**src/rtl/logic_sweep_ctrl.sv**
```systemverilog
// -----------------------------------------------------------------------------
// logic_sweep_ctrl
//
// Self-test sequencer for a small combinational cell with N_IN 1-bit inputs
// and one output. On start it walks every input vector 0..2**N_IN-1 in
// ascending order. Each vector is held for SETTLE+1 cycles, and the cell
// output is sampled in one extra cycle. The measured truth table is compared
// against a copy of the expected table taken when the sweep was accepted.
//
// Ports
//   clk      in   1         rising-edge clock
//   rst_n    in   1         synchronous, active-low reset
//   start    in   1         sweep request, honoured only when idle
//   exp_tt   in   2**N_IN   expected table, bit i = expected y for vector i
//   dut_in   out  N_IN      vector driven to the cell (MSB = first input)
//   dut_y    in   1         cell output
//   busy     out  1         high while a sweep is running
//   done     out  1         one-cycle pulse in the first idle cycle after a sweep
//   tt_out   out  2**N_IN   measured table, bit i = sampled dut_y for vector i
//   err_cnt  out  N_IN+1    number of bits where tt_out differs from exp_tt
//   pass     out  1         last completed sweep had err_cnt == 0
// -----------------------------------------------------------------------------
module logic_sweep_ctrl #(
    parameter int N_IN   = 3,   // 1..6
    parameter int SETTLE = 1    // 0..15
) (
    input  logic                clk,
    input  logic                rst_n,
    input  logic                start,
    input  logic [2**N_IN-1:0]  exp_tt,
    output logic [N_IN-1:0]     dut_in,
    input  logic                dut_y,
    output logic                busy,
    output logic                done,
    output logic [2**N_IN-1:0]  tt_out,
    output logic [N_IN:0]       err_cnt,
    output logic                pass
);

    localparam int              N_VEC      = 2**N_IN;
    localparam int              ERR_W      = N_IN + 1;
    localparam logic [N_IN-1:0] LAST_VEC   = '1;
    localparam logic [3:0]      SETTLE_CNT = 4'(SETTLE);

    typedef enum logic [1:0] {
        S_IDLE,
        S_HOLD,
        S_SAMPLE
    } state_t;

    state_t             state_q,    state_d;
    logic [N_IN-1:0]    dut_in_q,   dut_in_d;
    logic [3:0]         hold_q,     hold_d;
    logic [N_VEC-1:0]   exp_q,      exp_d;
    logic [N_VEC-1:0]   tt_q,       tt_d;
    logic [ERR_W-1:0]   err_q,      err_d;
    logic               pass_q,     pass_d;
    logic               done_q,     done_d;

    logic               mismatch;
    logic [ERR_W-1:0]   err_next;

    // NOTE: sequential state uses non-blocking assignments only, so every
    // register sees the values from before the edge regardless of order.
    always_ff @(posedge clk) begin
        if (!rst_n) begin
            state_q  <= S_IDLE;
            dut_in_q <= '0;
            hold_q   <= '0;
            exp_q    <= '0;
            tt_q     <= '0;
            err_q    <= '0;
            pass_q   <= 1'b0;
            done_q   <= 1'b0;
        end else begin
            state_q  <= state_d;
            dut_in_q <= dut_in_d;
            hold_q   <= hold_d;
            exp_q    <= exp_d;
            tt_q     <= tt_d;
            err_q    <= err_d;
            pass_q   <= pass_d;
            done_q   <= done_d;
        end
    end

    // Compare of the current vector against the table latched at start.
    assign mismatch = dut_y ^ exp_q[dut_in_q];
    assign err_next = err_q + ERR_W'(mismatch);

    // NOTE: every signal written here gets a default first, so no path can
    // leave one unassigned and infer a latch.
    always_comb begin
        state_d  = state_q;
        dut_in_d = dut_in_q;
        hold_d   = hold_q;
        exp_d    = exp_q;
        tt_d     = tt_q;
        err_d    = err_q;
        pass_d   = pass_q;
        done_d   = 1'b0;

        unique case (state_q)
            S_IDLE: begin
                if (start) begin
                    state_d  = S_HOLD;
                    exp_d    = exp_tt;
                    tt_d     = '0;
                    err_d    = '0;
                    pass_d   = 1'b0;
                    dut_in_d = '0;
                    hold_d   = '0;
                end
            end

            // hold_cnt runs 0..SETTLE, giving SETTLE+1 settling cycles.
            S_HOLD: begin
                if (hold_q == SETTLE_CNT) begin
                    state_d = S_SAMPLE;
                end else begin
                    hold_d = hold_q + 4'd1;
                end
            end

            S_SAMPLE: begin
                tt_d[dut_in_q] = dut_y;
                err_d          = err_next;
                if (dut_in_q == LAST_VEC) begin
                    // pass includes the compare of the final vector.
                    state_d  = S_IDLE;
                    done_d   = 1'b1;
                    dut_in_d = '0;
                    pass_d   = (err_next == '0);
                end else begin
                    state_d  = S_HOLD;
                    dut_in_d = dut_in_q + 1'b1;
                    hold_d   = '0;
                end
            end

            default: state_d = S_IDLE;
        endcase
    end

    assign busy    = (state_q != S_IDLE);
    assign done    = done_q;
    assign dut_in  = dut_in_q;
    assign tt_out  = tt_q;
    assign err_cnt = err_q;
    assign pass    = pass_q;

endmodule

```
**config.mk**
```make
export PLATFORM = sky130hd
export DESIGN_NAME = logic_sweep_ctrl
export DESIGN_NICKNAME = d
export VERILOG_FILES = /design/src/rtl/logic_sweep_ctrl.sv
export SDC_FILE = /design/constraint.sdc
export NUM_CORES = 1
export LEC_CHECK = 0
export BUFFER_PORTS_ARGS = -buffer_cell sky130_fd_sc_hd__buf_2
export CORE_MARGIN = 5
export CORE_UTILIZATION = 49
export CTS_CLUSTER_SIZE = 12
export DETAILED_ROUTE_END_ITERATION = 12
export GPL_TIMING_DRIVEN = 0
export PLACE_DENSITY_LB_ADDON = 0.25
export SLEW_MARGIN = 10
export SYNTH_ARGS = -nofsm -noshare
export SYNTH_HDL_FRONTEND = slang
export SYNTH_SLANG_ARGS = --single-unit
export TNS_END_PERCENT = 30
```
**constraint.sdc**
```tcl
create_clock -name clk -period 2 [get_ports clk]
set_input_delay 0.5 -clock clk [delete_from_list [all_inputs] [get_ports clk]]
set_output_delay 0.5 -clock clk [all_outputs]
set_load 0.02 [all_outputs]
```
==> results of run 1 <==
[power groups by stage]
stage,combinational [uW],clock (uW),sequential (uW)
6_report,150,418,640
5_1_grt,167,460,643
4_1_cts,150,429,640
3_5_place_dp,146,0,656
3_3_place_gp,141,0,655
2_1_floorplan,104,0,654
[final cells by class]
class	instances	area [um2]
fill	290	1160
inverter	4	15.0
clock buffer	8	68.8
sequential	31	632
timing repair buffer	31	163
buffer	12	83.8
tap	44	55.1
multi-input combinational	134	903
[kinds of logic (layout without fill, tap and decap cells)]
family | count (synthesis) | in the layout | synth area share
buf+inv | 16 | 55 | 0.0574
simple gates | 79 | 79 | 0.276
mux | 2 | 2 | 0.0126
fa+ha+maj | 6 | 6 | 0.0472
xor+xnor | 2 | 2 | 0.0110
flops | 31 | 31 | 0.390
compound gates | 45 | 45 | 0.205
[timing repair]
item,CTS,global route
gates resized for setup,7,2
hold endpoints to repair,0,0
endpoints found under the setup margin,3,4
pin swaps,4,3
buffers inserted,2,1
[worst min-delay path, delay by kind of cell]
family          cells  cell delay (ns)
compound gates      1             0.05
buf+inv             1             0.10
simple gates        1             0.05
[metal layers]
layer  vias to the layer above  track usage  wire length, um
li1                        714            -                -
met1                       670        0.193             1620
met2                        28        0.330             1880
met3                         5       0.0556              152
met4                         0       0.0633               30
met5                         -            0                0
[stage by stage]
stage	area [um2]	setup TNS (ns)	setup WS [ns]	power, uW
CTS	1900	-0.181	-0.120	1220
detailed placement	1800	-0.281	-0.171	802
global route	1920	-0.681	-0.251	1270
finish	1920	-0.0882	-0.0715	1210
global placement	1800	-0.170	-0.136	796
floorplan	1600	0	0.0214	758
[sequential cells by signal, summed over array words and instances, names as in the netlist]
name	count
err_cnt	4
pass	1
dut_in	3
exp_q	8
state_q	2
hold_q	4
done	1
tt_out	8
[synth_stat cells, types with 2 or more instances]
master                     number  share of area
sky130_fd_sc_hd__dfxtp_1       31           0.39
sky130_fd_sc_hd__nand2_1       25          0.059
sky130_fd_sc_hd__a21boi_0      16          0.076
sky130_fd_sc_hd__nor2b_1        9          0.035
sky130_fd_sc_hd__nand2b_1       7          0.028
sky130_fd_sc_hd__nor2_1         7          0.017
sky130_fd_sc_hd__ha_1           6          0.047
sky130_fd_sc_hd__nor3b_1        6          0.028
sky130_fd_sc_hd__a22oi_1        5          0.024
sky130_fd_sc_hd__nand3_1        5          0.016
sky130_fd_sc_hd__a21boi_1       4          0.019
sky130_fd_sc_hd__a21oi_1        4          0.013
sky130_fd_sc_hd__buf_2          4          0.013
sky130_fd_sc_hd__inv_1          4         0.0094
sky130_fd_sc_hd__nand3b_1       4          0.019
sky130_fd_sc_hd__o21ai_0        4          0.013
sky130_fd_sc_hd__buf_4          3          0.014
sky130_fd_sc_hd__clkbuf_1       3         0.0071
sky130_fd_sc_hd__nand4b_1       3          0.017
sky130_fd_sc_hd__o211ai_1       3          0.014
sky130_fd_sc_hd__o311ai_0       3          0.017
sky130_fd_sc_hd__a31oi_1        2         0.0079
sky130_fd_sc_hd__and2_1         2         0.0079
sky130_fd_sc_hd__and3_1         2         0.0079
sky130_fd_sc_hd__buf_6          2          0.014
sky130_fd_sc_hd__mux2i_1        2          0.013
sky130_fd_sc_hd__nand4_1        2         0.0079
sky130_fd_sc_hd__xnor2_1        2          0.011
[worst min path at each step]
stage | end | cells after the start | start | slack [ns]
2_1_floorplan | exp_q[0] | 2 | exp_q[0] | 0.43
3_3_place_gp | exp_q[0] | 2 | exp_q[0] | 0.44
3_5_place_dp | exp_q[0] | 2 | exp_q[0] | 0.46
4_1_cts | exp_q[0] | 3 | exp_tt[0] | 0.40
5_1_grt | exp_q[0] | 3 | exp_tt[0] | 0.40
6_report | exp_q[0] | 3 | exp_tt[0] | 0.42
==> flow_summary.toml, run 1 <==
[outcome]
outcome = "finished with violations"
violations = "negative setup slack"

[timing]
fmaxAchievable_ghz = 0.483
finalCritPeriodShare = 1.04
worst_slew_margin_rel = 0.615
timing_worst_slew_pin_value_ns = 0.576
setup_viol = 2
min_period_ns = 2.07
timing.final.hold_violations = 0
final.setup_skew_ns = 0.00858
rsz0062_at_grt = "true"
holdWs_ns = 0.416
final-max-slew-violation-count = 0
post-route-worst-setup-slack_ns = -0.0715

[detailed_routing]
detail_route.drc_violations = 0
routed-via-count = 1417
vias_per_cell = 5.37
wl_per_cell_um = 13.9
final_antenna_net_count = 0
drtPass1Iterations = 4
finalWirelength_mm = 3.68
detail_route.iter0.violations = 97

[worst_setup_path]
crit_top_cell = "sky130_fd_sc_hd__xnor2_1"
rrSetupSlack_ns = -0.07
worstRegToRegCells = 10
path_class = "reg2reg"
crit_slowest_cell = "sky130_fd_sc_hd__dfxtp_4"
cp_data_required_time_ns = 2.27
timing.critical_path.from_type = "flop"
critPathCaptureType = "flop"
critical_path.cell_chain = "buf_6 -> a311o_1 -> a211oi_2 -> xnor2_1 -> ha_2 -> buf_4 -> nand3_2 -> xnor2_1 -> nand4b_1 -> a21boi_1"
critical_path.endpoint = "pass"
regToRegEndpoint = "pass"
regToRegStartpoint = "dut_in[0]"
critical_path_arrival_ns = 2.34
timing.critical_path.fanout_max = 10
critical_path_depth = 10
critPathBufInv = 2
worst_setup_path_startpoint = "dut_in[0]"
max_stage_delay_ns = 0.37
worst_path_dominant_cell_family = "compound AO/OA/AOI/OAI gates"

[power]
comb_power_frac = 0.124
total_leakage_power_uw = 0.000769
seq_power_share = 0.530
power_frac_clock = 0.346
total_switching_power_uw = 309
cell_internal_pwr_uw = 900
vdd_drop_max_v = 0.000389
switching_share = 0.256
p_per_area_nw_per_um2 = 629

[placement]
placed_cells_incl_taps = 253
globalplace.congestion = 0.791
hpwl_mm = 2.68
place.port_buffers = 28

[global_route]
initial_antenna_violation_count = 0
maximum_number_of_pins_on_one_net_before_global_route_repair = 11
number_of_global_route_vias_before_repair = 1445
global_route_wire_length_before_repair_mm = 6.12
overflow = 0
track_usage = 0.181

[floorplanning]
floorplan.initialDensity = 0.517
core_area_um2 = 3080
chipHeight_um = 67.0
rows = 20
die_w_um = 67.0
die-area_um2 = 4480
boundary_pins = 30

[yosys]
syn_nets = 199
synth.ff_latch_count = 31
synth_ff_type = "sky130_fd_sc_hd__dfxtp_1"
synthDistinctLibCells = 39
fraction_of_the_yosys_area_taken_by_sequential_cells = 0.390
synth_edf_count = 0
syn_inst = 181
mappedNetlistArea_um2 = 1590
ys_async_sr_fraction = 0
synth_area_per_cell_um2 = 8.79
synthesis.yosys.warnings = 0

[clock_network]
tritoncts.num_buffers = 5
clock_latency_ns = 0.33
cts_root_buffer = "sky130_fd_sc_hd__clkbuf_4"
cts_max_level = 2
cts_tree = "built"
cts_num_sinks = 31
holdBufCountCts = 0
clk_path_buf_depth = 2
clkTransAtPathRegs_ns = 0.10

[worst_hold_path]
path_type_of_the_worst_min_delay_path = "in2reg"

[layout]
finish.cell_count_without_fillers = 264
final_common_cell = "sky130_fd_sc_hd__buf_2"
area_grow_syn2layout_pct = 20.8
antenna-diode-count = 0
post_route_cells_drive_above_1_share = 0.273
finalNetCount = 237
postLayoutCoreUtil = 0.624
layout_common_cells = "32 x sky130_fd_sc_hd__buf_2, 28 x sky130_fd_sc_hd__dfxtp_1, 25 x sky130_fd_sc_hd__nand2_1"

[job]
max_cap_viol_count = 0
(Power assumes the default switching activity.)
==> run 2: changes to the inputs <==
Settings changed: CORE_UTILIZATION 49 to 52.
Clock period 2 ns to 2.6 ns, I/O delays scaled along.
==> flow_summary.toml, run 2 (synthesis results as in run 1) <==
[worst_setup_path]
timing.critical_path.fanout_max = 10
rrSetupSlack_ns = 0.30
timing.critical_path.from_type = "flop"
critical_path_arrival_ns = 2.56
regToRegStartpoint = "dut_in[1]"
critPathCaptureType = "flop"
regToRegEndpoint = "pass"
worstRegToRegCells = 10
cp_data_required_time_ns = 2.86
path_class = "reg2reg"

[layout]
antenna-diode-count = 0
final_common_cell = "sky130_fd_sc_hd__buf_2"
layout_common_cells = "32 x sky130_fd_sc_hd__buf_2, 31 x sky130_fd_sc_hd__dfxtp_1, 25 x sky130_fd_sc_hd__nand2_1"
area_grow_syn2layout_pct = 14.0
final_cell_area_um2 = 1810
register_area_um2 = 621
area_taken_by_multi_input_logic_gates_um2 = 878
filler_cell_count = 282
postLayoutCoreUtil = 0.604
finish.cell_count_without_fillers = 248
post_route_cells_drive_above_1_share = 0.219
finalNetCount = 234

[outcome]
outcome = "finished, final reports clean"

[clock_network]
cts_num_sinks = 31
cts_root_buffer = "sky130_fd_sc_hd__clkbuf_4"
cts_resized = 0
cts_tree = "built"
tritoncts.num_buffers = 5
clkTransAtPathRegs_ns = 0.09
clock_latency_ns = 0.32
post_cts_setup_buffers = 0
holdBufCountCts = 0
clk_path_buf_depth = 2
cts_max_level = 2

[floorplanning]
rows = 20
chipHeight_um = 65.3
core_area_um2 = 3000
die_w_um = 65.3
boundary_pins = 30
die-area_um2 = 4260
floorplan.initialDensity = 0.530

[detailed_routing]
final_antenna_net_count = 0
wl_per_cell_um = 14.6
finalWirelength_mm = 3.62
vias_per_cell = 5.66
detail_route.iter0.violations = 145
routed-via-count = 1403
drtPass1Iterations = 4
detail_route.drc_violations = 0

[global_route]
use_met1 = 0.210
overflow = 0
global_route_wire_length_before_repair_mm = 5.97
globalRouteMet2Util = 0.322
busiest_layer = "met2"
met3_usage = 0.0444
maximum_number_of_pins_on_one_net_before_global_route_repair = 11
track_usage = 0.182
initial_antenna_violation_count = 0
number_of_global_route_vias_before_repair = 1306

[timing]
fmaxAchievable_ghz = 0.435
worst_slew_margin_rel = 0.612
tns_ns = 0
rsz0062_at_grt = "false"
final.setup_skew_ns = 0.00990
min_period_ns = 2.30
timing.final.hold_violations = 0
holdWs_ns = 0.462
setup_viol = 0
finalCritPeriodShare = 0.884
final-max-slew-violation-count = 0
timing_worst_slew_pin_value_ns = 0.581

[power]
p_per_area_nw_per_um2 = 474
vdd_drop_max_v = 0.000346
total_leakage_power_uw = 0.000731

[placement]
place.port_buffers = 28
placed_cells_incl_taps = 242
globalplace.congestion = 0.844
hpwl_mm = 2.69
postPlaceCellArea_um2 = 1770

[worst_hold_path]
hold_path.startpoint = "exp_q[0]"
hold_path_depth = 2
worst_hold_path.endpoint = "exp_q[0]"
path_type_of_the_worst_min_delay_path = "reg2reg"

[job]
max_cap_viol_count = 0
[run 2: cell types whose count changed in the layout (fill, tap and decap cells not counted), moves of 2 or more]
cell / change
sky130_fd_sc_hd__buf_4: -2
sky130_fd_sc_hd__clkbuf_8: -2
sky130_fd_sc_hd__dfxtp_1: +3
sky130_fd_sc_hd__dfxtp_4: -3
[run 2: where the power goes]
group          switching (uW)  internal, uW  total [uW]
registers                8.42           487         496
logic                    65.5          47.1         113
clock network             154          96.1         250
[run 2: per-stage QoR]
step | setup slack, ns | power (uW)
after floorplan | 0.483 | 585
after global placement | 0.371 | 614
after detailed placement | 0.315 | 620
after CTS | 0.292 | 868
after global routing | 0.0879 | 903
final | 0.302 | 859
[run 2: metal layers]
layer  wire [um]  up-vias
met2        1820       43
li1            -      706
met5           0        -
met3         174        5
met4          40        0
met1        1580      649
[run 2: critical path, cell delays in order, from the launching register on]
cell	delay (ns)
sky130_fd_sc_hd__dfxtp_1	0.48
sky130_fd_sc_hd__buf_4	0.22
sky130_fd_sc_hd__mux2i_1	0.19
sky130_fd_sc_hd__nor3b_1	0.08
sky130_fd_sc_hd__a211oi_2	0.20
sky130_fd_sc_hd__xnor2_1	0.18
sky130_fd_sc_hd__ha_1	0.22
sky130_fd_sc_hd__ha_1	0.25
sky130_fd_sc_hd__nor3_1	0.18
sky130_fd_sc_hd__nand4b_1	0.11
sky130_fd_sc_hd__a21boi_1	0.12
[run 2: how the worst max path moves through the flow]
stage | startpoint | endpoint | slack, ns | depth (start not counted)
floorplan | dut_in[2] | pass | 0.48 | 9
global placement | dut_in[0] | pass | 0.37 | 9
detailed placement | dut_in[1] | pass | 0.31 | 10
CTS | dut_in[1] | pass | 0.29 | 10
global route | dut_in[1] | err_cnt[2] | 0.09 | 10
finish | dut_in[1] | pass | 0.30 | 10
[run 2: area by class of cell]
| cell class | instances | share of cell area |
|---|---|---|
| multi-input cells | 134 | 0.484 |
| flip-flops and latches | 31 | 0.342 |
| repair buffers | 28 | 0.0773 |
| plain buffers | 12 | 0.0421 |
| clock buffers | 6 | 0.0228 |
| well taps | 33 | 0.0228 |
| inverters | 4 | 0.00828 |
==> run 3: changes to the inputs <==
Settings changed: CORE_ASPECT_RATIO set to 1.75.
==> flow_summary.toml, run 3 (synthesis results as in run 1) <==
[global_route]
initial_antenna_violation_count = 0
maximum_number_of_pins_on_one_net_before_global_route_repair = 11
number_of_global_route_vias_before_repair = 1458
global_route_wire_length_before_repair_mm = 6.44
overflow = 0
track_usage = 0.192

[worst_setup_path]
worstRegToRegCells = 10
rrSetupSlack_ns = 0.23
critPathCaptureType = "flop"
critical_path_arrival_ns = 2.58
timing.critical_path.from_type = "flop"
cp_data_required_time_ns = 2.81
regToRegStartpoint = "dut_in[1]"
regToRegEndpoint = "pass"
timing.critical_path.fanout_max = 10
path_class = "reg2reg"

[timing]
min_period_ns = 2.37
worst_slew_margin_rel = 0.645
fmaxAchievable_ghz = 0.421
finalCritPeriodShare = 0.913
final-max-slew-violation-count = 0
holdWs_ns = 0.453
final.setup_skew_ns = 0.00681
tns_ns = 0
timing.final.hold_violations = 0
timing_worst_slew_pin_value_ns = 0.531
setup_viol = 0
rsz0062_at_grt = "false"
post-route-worst-setup-slack_ns = 0.225

[layout]
layout_common_cells = "32 x sky130_fd_sc_hd__buf_2, 31 x sky130_fd_sc_hd__dfxtp_1, 25 x sky130_fd_sc_hd__nand2_1"
post_route_cells_drive_above_1_share = 0.226
final_common_cell = "sky130_fd_sc_hd__buf_2"
area_grow_syn2layout_pct = 17.3
antenna-diode-count = 0
filler_cell_count = 270
finalNetCount = 234

[detailed_routing]
final_antenna_net_count = 0
detail_route.iter0.violations = 24
finalWirelength_mm = 3.74
routed-via-count = 1419
drtPass1Iterations = 4
wl_per_cell_um = 15.3
vias_per_cell = 5.79
detail_route.drc_violations = 0

[clock_network]
cts_num_sinks = 31
holdBufCountCts = 0
cts_resized = 0
clock_latency_ns = 0.29
tritoncts.num_buffers = 5
post_cts_setup_buffers = 0
cts_tree = "built"
cts_root_buffer = "sky130_fd_sc_hd__clkbuf_8"
clkTransAtPathRegs_ns = 0.06
clk_path_buf_depth = 2
cts_max_level = 2

[floorplanning]
floorplan.initialDensity = 0.543
rows = 26
die-area_um2 = 4310
core_area_um2 = 2930
die_w_um = 51.8
chipHeight_um = 83.2
boundary_pins = 30

[worst_hold_path]
hold_path_depth = 2
hold_path.startpoint = "exp_q[0]"
path_type_of_the_worst_min_delay_path = "reg2reg"
worst_hold_path.endpoint = "exp_q[0]"

[placement]
globalplace.congestion = 0.771
dp_worst_setup_slack_ns = 0.283
place.port_buffers = 28
hpwl_mm = 2.92

[power]
vdd_drop_max_v = 0.000362
total_leakage_power_uw = 0.000758
p_per_area_nw_per_um2 = 549
total_power_uw = 1020

[outcome]
outcome = "finished, final reports clean"

[job]
max_cap_viol_count = 0
## run 3: changes by cell type in the layout (fill, tap and decap cells not counted)
cell                       previous run  this run
sky130_fd_sc_hd__clkbuf_4             5         0
sky130_fd_sc_hd__clkbuf_8             0         7
## run 3: stage by stage
stage | utilization | instances | instance area, um2
2_1_floorplan | - | 181 | 1590
3_3_place_gp | 0.603 | 237 | 1770
3_5_place_dp | 0.603 | 237 | 1770
4_1_cts | 0.637 | 245 | 1870
5_1_grt | 0.637 | 245 | 1870
6_report | 0.637 | 245 | 1870
## run 3: cell type report
class / count / area [um2] / share of cell area
buffer: 12 / 76.3 / 0.0409
clock buffer: 8 / 100 / 0.0537
inverter: 4 / 15.0 / 0.00805
multi-input combinational: 134 / 878 / 0.471
sequential: 31 / 621 / 0.333
tap: 28 / 35.0 / 0.0188
timing repair buffer: 28 / 140 / 0.0751
## run 3: routing by layer
layer | share of wire | GRT usage | vias to the layer above
li1 | - | - | 702
met1 | 0.37 | 0.193 | 675
met2 | 0.56 | 0.347 | 31
met3 | 0.041 | 0.0502 | 11
met4 | 0.030 | 0.0907 | 0
met5 | 0 | 0 | -
## run 3: power by group
part,internal [uW],total (uW),switching [uW]
sequential,488,496,8.22
clock,241,416,175
combinational,46.9,112,64.6
total,776,1020,248
## run 3: worst max-delay path by stage
stage | start | end | cells past startpoint
final | dut_in[1] | pass | 10
after global routing | dut_in[1] | pass | 10
after CTS | dut_in[1] | pass | 10
after detailed placement | dut_in[1] | pass | 10
after global placement | dut_in[1] | pass | 10
after floorplan | dut_in[2] | pass | 9
## run 3: worst max-delay path, stage by stage (launching register included)
cell and delay (ns):
sky130_fd_sc_hd__dfxtp_1 0.45, sky130_fd_sc_hd__buf_4 0.22, sky130_fd_sc_hd__mux2i_1 0.20, sky130_fd_sc_hd__nor3b_1 0.07, sky130_fd_sc_hd__a211oi_2 0.24, sky130_fd_sc_hd__xnor2_1 0.11
sky130_fd_sc_hd__ha_1 0.21, sky130_fd_sc_hd__ha_1 0.30, sky130_fd_sc_hd__nor3_1 0.22, sky130_fd_sc_hd__nand4b_1 0.14, sky130_fd_sc_hd__a21boi_1 0.15
